--- src/rtl/tia_pkg.sv ---
// ============================================================================
// Module      : tia_pkg
// Description : Shared constants and ratio clamp for the TIA divider.
// Revision    : 1.0 - initial release
// ============================================================================
`default_nettype none

package tia_pkg;

    localparam int          c_default_width = 4;
    localparam int          c_default_div   = 3;
    localparam int unsigned c_min_div       = 2;

    // Ratios below two cannot form a two-phase period, so they are raised.
    function automatic int unsigned clamp_div(input int unsigned d);
        return (d < c_min_div) ? c_min_div : d;
    endfunction

endpackage

`default_nettype wire

--- src/rtl/tia_phase_decode.sv ---
// ============================================================================
// Module      : tia_phase_decode
// Description : Combinational decode of phase counter into phi_theta/phi1/phi2.
// Revision    : 1.0 - initial release
// ============================================================================
`default_nettype none

module tia_phase_decode #(
    parameter int WIDTH = 4
) (
    input  logic [WIDTH-1:0] count,
    input  logic [WIDTH-1:0] ratio,
    output logic             phi_theta,
    output logic             phi1,
    output logic             phi2
);

    logic [WIDTH-1:0] w_half;
    logic [WIDTH-1:0] w_phi2_start;

    // For odd ratios phi2 starts one count after phi1 ends, leaving a gap.
    assign w_half       = ratio >> 1;
    assign w_phi2_start = ratio - w_half;

    assign phi_theta = (count == '0);
    assign phi1      = (count <  w_half);
    assign phi2      = (count >= w_phi2_start);

endmodule

`default_nettype wire

--- src/rtl/tia_programmable_divider.sv ---
// ============================================================================
// Module      : tia_programmable_divider
// Description : Programmable two-phase clock divider with sync restart.
// Revision    : 1.0 - initial release
// ============================================================================
`default_nettype none

module tia_programmable_divider
    import tia_pkg::*;
#(
    parameter int WIDTH       = c_default_width,
    parameter int DEFAULT_DIV = c_default_div
) (
    input  logic             clk,
    input  logic             resphi0,
    input  logic [WIDTH-1:0] div,
    input  logic             div_load,
    input  logic             rsyn,
    output logic             phi_theta,
    output logic             phi1,
    output logic             phi2,
    output logic             rsyn_gated,
    output logic [WIDTH-1:0] count
);

    localparam logic [WIDTH-1:0] c_one         = WIDTH'(1);
    localparam logic [WIDTH-1:0] c_reset_ratio = WIDTH'(clamp_div(DEFAULT_DIV));

    logic [WIDTH-1:0] r_count;
    logic [WIDTH-1:0] r_active;
    logic [WIDTH-1:0] r_pending;

    logic [WIDTH-1:0] w_load_val;
    logic [WIDTH-1:0] w_pending_next;
    logic             w_wrap;

    assign w_load_val     = WIDTH'(clamp_div(32'(div)));
    // A load coinciding with a boundary or restart takes effect on that edge.
    assign w_pending_next = div_load ? w_load_val : r_pending;
    assign w_wrap         = (r_count == (r_active - c_one));

    always_ff @(posedge clk) begin
        if (resphi0) begin
            r_count   <= '0;
            r_active  <= c_reset_ratio;
            r_pending <= c_reset_ratio;
        end else begin
            r_pending <= w_pending_next;
            if (rsyn || w_wrap) begin
                r_count  <= '0;
                r_active <= w_pending_next;
            end else begin
                r_count  <= r_count + c_one;
            end
        end
    end

    tia_phase_decode #(
        .WIDTH     (WIDTH)
    ) u_phase_decode (
        .count     (r_count),
        .ratio     (r_active),
        .phi_theta (phi_theta),
        .phi1      (phi1),
        .phi2      (phi2)
    );

    assign rsyn_gated = rsyn & ~phi_theta;
    assign count      = r_count;

endmodule

`default_nettype wire

--- config.mk ---
export PLATFORM = sky130hd
export DESIGN_NAME = tia_programmable_divider
export DESIGN_NICKNAME = d
export VERILOG_FILES = /design/src/rtl/tia_pkg.sv /design/src/rtl/tia_phase_decode.sv /design/src/rtl/tia_programmable_divider.sv
export SDC_FILE = /design/constraint.sdc
export NUM_CORES = 1
export LEC_CHECK = 0
export BUFFER_PORTS_ARGS = -buffer_cell sky130_fd_sc_hd__buf_4
export CAP_MARGIN = 5
export CORE_MARGIN = 4
export CORE_UTILIZATION = 54
export CTS_CLUSTER_SIZE = 8
export DETAILED_ROUTE_END_ITERATION = 8
export GPL_TIMING_DRIVEN = 0
export MAX_ROUTING_LAYER = met4
export PLACE_DENSITY = 0.77
export SETUP_SLACK_MARGIN = 0.4
export SLEW_MARGIN = 20
export SYNTH_ARGS = -nofsm -noshare
export SYNTH_HDL_FRONTEND = slang
export SYNTH_SLANG_ARGS = --single-unit
--- constraint.sdc ---
create_clock -name clk -period 2.69 [get_ports clk]
set_input_delay 0.4035 -clock clk [delete_from_list [all_inputs] [get_ports clk]]
set_output_delay 0.4035 -clock clk [all_outputs]
set_load 0.01 [all_outputs]
======== Yosys cells after proc, flatten, opt, wreduce, memory -nomap -nowiden ========
Cells that the tools add are included.
operators by class
  bitwise logic cells ..................... 2
  $lt $le $gt $ge ......................... 3
  muxes and demuxes ....................... 2
  equality and inequality tests ........... 1
  $add $sub $neg .......................... 3
  reductions and logical operators ........ 3
operators by type and width
  operator             count
  $mux 4               2
  $add 4x1->4 const B  1
  $eq 4x4->1           1
  $ge 4x4->1           1
  $logic_not 4->1      1
  $lt 4x2->1 const B   1
  $lt 4x3->1           1
  $sub 4x1->4 const B  1
  $sub 4x3->4          1
  $reduce_or 2->1      1
  $and 1x1->1          1
  $logic_or 1x1->1     1
  $not 1->1            1
word-level totals
  register bits after elaboration ......... 12
  output and inout bits ................... 8
  word-level logic and storage cells ...... 17
  input port bits ......................... 8

======== Depth between registers and ports, before layout ========
Gate-level depths: netlist (run 1).
  word-level depth ........................ 4
  gate-level depth with buffers ........... 9

======== Cells and area by module ========
A second synthesis (run 1) with hierarchy kept.
second synthesis, totals
  cell total of the unflattened synthesis .. 100
  area total of the unflattened synthesis .. 907.1 um^2
by module, submodules not included
  module                    times used  sequential area each (um^2)  area each (um^2)  cells each
  tia_programmable_divider  1           240.2                        659.4             70
  tia_phase_decode          1           0.0                          247.7             30

======== Worst setup path before layout (run 1) ========
Ideal clock, no wire load.
  kind .................................... flip-flop to output port
  start point ............................. register r_active[1]
  end point ............................... output port phi2
  slack ................................... 0.412 ns
  cell stages (with the launch flop) ...... 9
  arrival time ............................ 1.874 ns
  cell sequence ........................... dfxtp_1 -> ha_1 -> inv_1 -> fa_1 -> inv_1 -> ha_1 -> a21o_1 -> a21o_1 -> a21o_1
on the way
  cells in the longest elaborated chain, start to end .. 2
RTL lines
  element                 line                            RTL
  start, declared         tia_programmable_divider.sv:30  logic [WIDTH-1:0] r_active;
  start signal, assigned  tia_programmable_divider.sv:45  r_active <= c_reset_ratio;
  start signal, assigned  tia_programmable_divider.sv:51  r_active <= w_pending_next;
  $sub 4x3->4             tia_phase_decode.sv:23          assign w_phi2_start = ratio - w_half;
  $ge 4x4->1              tia_phase_decode.sv:27          assign phi2 = (count >= w_phi2_start);
  end, declared           tia_programmable_divider.sv:21  output logic phi2,
Every way passes these cells.

======== Worst setup path after layout (run 1) ========
  start point ............................. register r_active[0]
  end point ............................... output port phi2
Same word-level chain as after synthesis.

==> results of run 1 <==
-- logic make-up (layout without fill, tap and decap cells) --
logic type / count (synthesis) / count (layout) / share of synthesized area (%)
DFF: 12 / 12 / 26.3
xor gates and xnor gates: 10 / 10 / 11.1
buffers and inverters: 12 / 31 / 4.94
adders and majority gates: 15 / 15 / 21.4
and+or+nand+nor: 31 / 31 / 17.7
AOI/OAI and AO/OA: 19 / 19 / 16.3
muxes: 2 / 2 / 2.19
-- power by group through the flow --
stage	logic, mW	clock network [mW]	registers, mW
floorplan	0.150	0	0.208
global placement	0.207	0	0.211
detailed placement	0.215	0	0.211
CTS	0.229	0.111	0.208
global route	0.263	0.118	0.210
finish	0.234	0.108	0.208
-- flip-flops by register name (all words and copies together), names as in the netlist --
register,flops
r_active,4
r_pending,4
count,4
-- cell usage after synthesis (all sizes together), types with 2 or more instances --
master and n:
xnor2 5, a21oi 2, dfxtp 12, nand3 6, nor2 8, inv 10, ha 14, o21ai 2
nor3 5, nand2b 3, nand2 2, mux2i 2, a22oi 2, a21o 3, xor2 4, a211oi 2
clkbuf 2, nor2b 2
-- cell type report --
class                   count  area [um^2]  area share [%]
clock buffers               3         22.5            2.05
inverters                  10         40.0            3.64
flip-flops and latches     12          248            22.5
well taps                  16         20.0            1.82
repair buffers             16          124            11.2
multi-input cells          77          639            58.1
plain buffers               2         7.51           0.682
-- timing repair --
item / CTS / global route
setup endpoints to repair: 1 / 1
buffers inserted: 2 / 0
resized for setup: 8 / 3
gates cloned: 0 / 0
hold buffers: 0 / 0
-- critical path, cell delays in order, from the launching register on --
cell and delay [ps]:
dfxtp_4 360, inv_4 60, ha_4 130, inv_2 30, fa_1 470, inv_1 40
ha_1 260, a21o_1 150, a21o_1 170, a21o_1 180, buf_6 120
-- per-stage QoR --
stage	utilization [%]	setup TNS, ps	worst slack [ps]	instances
after floorplan	-	0	412	101
after global placement	66.5	0	220	131
after detailed placement	66.5	0	185	131
after CTS	70.4	0	26.7	136
after global routing	70.6	-53.0	-53.0	136
final	70.6	0	62.4	136
-- worst max-delay path by stage --
stage | startpoint | endpoint | slack (ps) | cells after the start
global route | r_active[0]$_SDFFE_PP1P_ | phi2 | -50 | 10
detailed placement | r_active[1]$_SDFFE_PP1P_ | phi2 | 190 | 9
global placement | r_active[1]$_SDFFE_PP1P_ | phi2 | 220 | 9
finish | r_active[0]$_SDFFE_PP1P_ | phi2 | 60 | 10
floorplan | r_active[1]$_SDFFE_PP1P_ | phi2 | 410 | 8
CTS | r_active[0]$_SDFFE_PP1P_ | phi2 | 30 | 10
-- layout by cell type (no fill, tap or decap), types with 3 or more instances in the layout --
master / count
a21o_1: 3
buf_4: 15
clkbuf_4: 3
dfxtp_1: 10
ha_1: 13
inv_1: 7
nand2b_1: 3
nand3_1: 6
nor2_1: 8
nor3_1: 5
xnor2_1: 5
xor2_1: 4
-- routing by layer --
| metal | track usage [%] | part of all wire [%] | vias to the layer above |
|---|---|---|---|
| met5 | - | 0 | - |
| met4 | 4.27 | 0.67 | 0 |
| met3 | 4.59 | 2.8 | 4 |
| met2 | 28.3 | 49 | 13 |
| met1 | 22.5 | 47 | 373 |
| li1 | - | - | 394 |
==> results by group, run 1 <==
Global routing
  – Largest net degree at the start of global routing: 11
  – Total GRT Usage: 17.9%
  – Global-route wire length before repair: 3330 um
  – Overflow left after global routing: 0
  – Vias in the first global route: 763
  – Initial antenna violation count: 0

Cells and area
  – Layout cells sized above 1: 24.2%
  – Area grow syn2layout: 20.7%
  – Post-layout net count: 145
  – N_diodes: 0
  – FILL cells: 119
  – Finished Cell Area: 1100 um^2

Detailed routing
  – Vias/cell: 5.76
  – 1st-iter DRT viols: 8
  – Routed Antenna Nets: 0
  – WL/cell: 14.2 um
  – Final WL: 1930 um
  – Drt pass-1 iters: 4
  – DRC Markers: 0
  – Via count: 784

Clocking
  – H-Tree Depth: 1
  – Clock latency on the worst-skew pair: 270 ps
  – Clock Tree Root: clkbuf_4
  – Sink Count: 12
  – CTS tree: yes
  – Clock Pin Slew Worst Setup and Hold Paths: 70 ps
  – TritonCTS buffer count: 3
  – Clock tree buffer depth: 2

Yosys
  – Cell Area, Synth: 912 um^2
  – Post-synth top area share: 26.3%
  – Avg Cell Area, Syn: 9.03 um^2
  – Synthesized flop and latch total: 12
  – EDFF count, synth: 0
  – Main synth FF type: dfxtp_1
  – Synth area leaders: dfxtp_1 (26%), ha_1 (19%), xnor2_1 (4.8%)
  – Sequential fraction of the synthesis area: 26.3%
  – Synthesized instance count: 101
  – Biggest area consumer among synthesized cells: dfxtp_1
  – Syn Nets: 124
  – Async SR Flop Fraction: 0%
  – Warnings from Yosys: 0
  – Netlist cell types: 33

STA
  – Rel. slew slack: 64.2%
  – Final hold violation count: 0
  – Clock skew: 4.76 ps
  – Period utilization: 97.7%
  – Worst slew pin tran: 534 ps
  – FMAX: 381 MHz
  – Pins Over Slew Limit: 0
  – RSZ-0062 raised after global routing: true
  – Hold WS: 384 ps
  – Final setup vio count: 0
  – Period minus WS final: 2630 ps

Placement
  – Port Buf Inserts: 14
  – Global placer's final weighted congestion: 0.790
  – Post-DP HPWL: 1450 um
  – Placed Instance Area: 1040 um^2

Floorplanning
  – Die Wd: 49.1 um
  – Die height: 49.1 um
  – Top Ports: 16
  – Die area: 2410 um^2
  – Row cnt: 14
  – Initial Util: 58.5%
  – Placeable Area: 1560 um^2

Worst setup path
  – Crit path launch type: register
  – R2R setup slack: 840 ps
  – RR Endpoint: count[3]$_SDFF_PP0_
  – Crit-path max FO: 2
  – CP Data Required Time: 2290 ps
  – CP Capture Type: output port
  – WP data arrival: 2220 ps
  – R2r startpoint: r_active[0]$_SDFFE_PP1P_
  – Worst Setup Path Type: reg -> out
  – Worst reg2reg path depth: 7

Worst hold path
  – Hold Crit Class: in -> reg
  – Hold_sp: rsyn
  – Worst Hold Path EP: count[0]$_SDFF_PP0_
  – Hold path cells: 2

Power
  – Sequential Power Share: 37.8%
  – NetSw: 0.189 mW
  – Leak Pwr: 0.502 nW
  – Comb pwr share: 42.5%
  – Sw Ratio: 34.4%
  – Clock network power share: 19.7%
  – Cell Pwr Density: 500 nW/um^2
  – IR drop worst, VDD: 0.364 mV
  – P_int: 0.361 mW
  – Overall power: 0.550 mW

Run status
  – Status: finished, final reports clean

Flow run
  – Max-cap violation count: 0
Power figures use the tool's default switching activity.
==> run 2: changes to the inputs <==
- CORE_UTILIZATION: 54 -> 49
- PLACE_DENSITY: 0.77 -> 0.74
- clock period: 2.69 -> 2.15 ns (I/O delays scaled with it)
==> run 2 against run 1 <==
The run now ends with negative setup slack left. Setup slack got worse by 430 ps. Total power grew 46%. Final cell count increased by 9.6%. Clock power grew 64%. Core utilization up 1.8 points. Final area rose by 15%. Largest power group unchanged.
==> results by group, run 2 (synthesis results as in run 1) <==
Detailed routing
  – Vias/cell: 5.38
  – Routed Antenna Nets: 0
  – 1st-iter DRT viols: 25
  – WL/cell: 14.7 um
  – Via count: 801
  – DRC Markers: 0
  – Final WL: 2190 um
  – Drt pass-1 iters: 4

Cells and area
  – FILL cells: 130
  – Layout cells sized above 1: 41.1%
  – Multi-input logic area: 741 um^2
  – FF+latch area: 259 um^2
  – Area grow syn2layout: 38.5%
  – Most frequent cells in the layout: buf_4 (18), ha_1 (11), nor2_1 (8)
  – Post-layout net count: 148
  – N_diodes: 0
  – Commonest non-fill, non-tap cell in the layout: buf_4

Worst setup path
  – CP Capture Type: output port
  – WP data arrival: 2200 ps
  – Most used cell, CP: a21o_1
  – Crit-path max FO: 2
  – CP max stage cell: fa_1
  – Cells along the critical path: inv_4 -> ha_4 -> inv_2 -> fa_1 -> inv_1 -> ha_1 -> a21o_1 -> a21o_1 -> a21o_1 -> buf_6
  – CP max stage delay: 470 ps
  – Crit path launch type: register
  – Worst Setup Path Type: reg -> out
  – CP Data Required Time: 1830 ps

Placement
  – Post-DP HPWL: 1450 um
  – Global placer's final weighted congestion: 0.765
  – Worst slack, placed: -135 ps
  – Port Buf Inserts: 14

STA
  – RSZ-0062 raised after global routing: true
  – PnR worst setup slack: -372 ps
  – Period minus WS final: 2520 ps
  – Final hold violation count: 0
  – Rel. slew slack: 61.6%
  – Final setup vio count: 1
  – FMAX: 397 MHz
  – Period utilization: 117%
  – Pins Over Slew Limit: 0
  – Clock skew: 6.83 ps
  – Worst slew pin tran: 576 ps
  – Hold WS: 296 ps

Clocking
  – CTS Hold Bufs: 0
  – Sink Count: 12
  – Clock tree buffer depth: 2
  – Clock Tree Root: clkbuf_4
  – CTS tree: yes
  – TritonCTS buffer count: 3
  – H-Tree Depth: 1
  – Clock Pin Slew Worst Setup and Hold Paths: 70 ps
  – Clock latency on the worst-skew pair: 270 ps

Power
  – IR drop worst, VDD: 0.488 mV
  – Cell Pwr Density: 634 nW/um^2
  – Leak Pwr: 0.545 nW

Flow run
  – Max-cap violation count: 0

Global routing
  – Initial antenna violation count: 0
  – Overflow left after global routing: 0
  – Largest net degree at the start of global routing: 11
  – Vias in the first global route: 728
  – Total GRT Usage: 17.3%
  – Global-route wire length before repair: 3420 um

Run status
  – Status: complete, but fails checks
  – Violated checks: negative setup slack

Floorplanning
  – Initial Util: 52.3%
  – Die Wd: 51.1 um
  – Placeable Area: 1750 um^2
  – Die area: 2620 um^2
  – Die height: 51.1 um
  – Row cnt: 15
  – Top Ports: 16

Worst hold path
  – Hold Crit Class: in -> reg
run 2: layout make-up:
cell class | count | share of cell area, %
Timing Repair Buffer | 19 | 11.6
Inverter | 10 | 3.37
Clock buffer | 4 | 2.87
Multi-Input combinational cell | 77 | 58.6
Sequential cell | 12 | 20.5
Tap cell | 25 | 2.48
Buffer | 2 | 0.594
run 2: critical path: cells and delay by family (launching register included):
family / cells / cell delay (ps)
buffers and inverters: 4 / 240
AO/OA/AOI/OAI: 3 / 480
adder cells (fa/ha/maj): 3 / 850
flip-flops: 1 / 360
run 2: repair_timing:
action | 4_1_cts | 5_1_grt
endpoints found under the setup margin | 7 | 7
gates resized for setup | 19 | 11
buffers inserted | 4 | 1
pin swaps | 1 | 2
run 2: metal layers:
layer | part of all wire (%) | wire [um] | vias up | track usage (%)
li1 | - | - | 395 | -
met1 | 43 | 938 | 381 | 22.8
met2 | 52 | 1130 | 21 | 27.0
met3 | 4.4 | 96 | 4 | 4.37
met4 | 0.96 | 21 | 0 | 3.14
met5 | 0 | 0 | - | -
run 2: final timing paths:
path / from / to / slack [ps] / cells past startpoint
min: rsyn / count[0]$_SDFF_PP0_ / 300 / 2
max reg2reg: r_active[1]$_SDFFE_PP1P_ / r_active[1]$_SDFFE_PP1P_ / 450 / 6
max: r_active[0]$_SDFFE_PP1P_ / phi2 / -370 / 10
min reg2reg: count[0]$_SDFF_PP0_ / count[0]$_SDFF_PP0_ / 490 / 1
run 2: stage by stage:
stage / TNS, ps / utilization [%] / total power [mW] / cell area [um^2] / cells
4_1_cts: -379 / 68.0 / 0.755 / 1190 / 148
3_3_place_gp: -118 / 61.1 / 0.528 / 1070 / 140
6_report: -372 / 72.4 / 0.801 / 1260 / 149
2_1_floorplan: 0 / - / 0.452 / 930 / 101
5_1_grt: -473 / 72.4 / 0.859 / 1260 / 149
3_5_place_dp: -135 / 61.1 / 0.538 / 1070 / 140
run 2: power by group:
group / switching, mW / internal (mW) / leakage (nW)
Sequential: 0.0217 / 0.241 / 0.101
Combinational: 0.180 / 0.182 / 0.423
Clock: 0.0742 / 0.103 / 0.0210
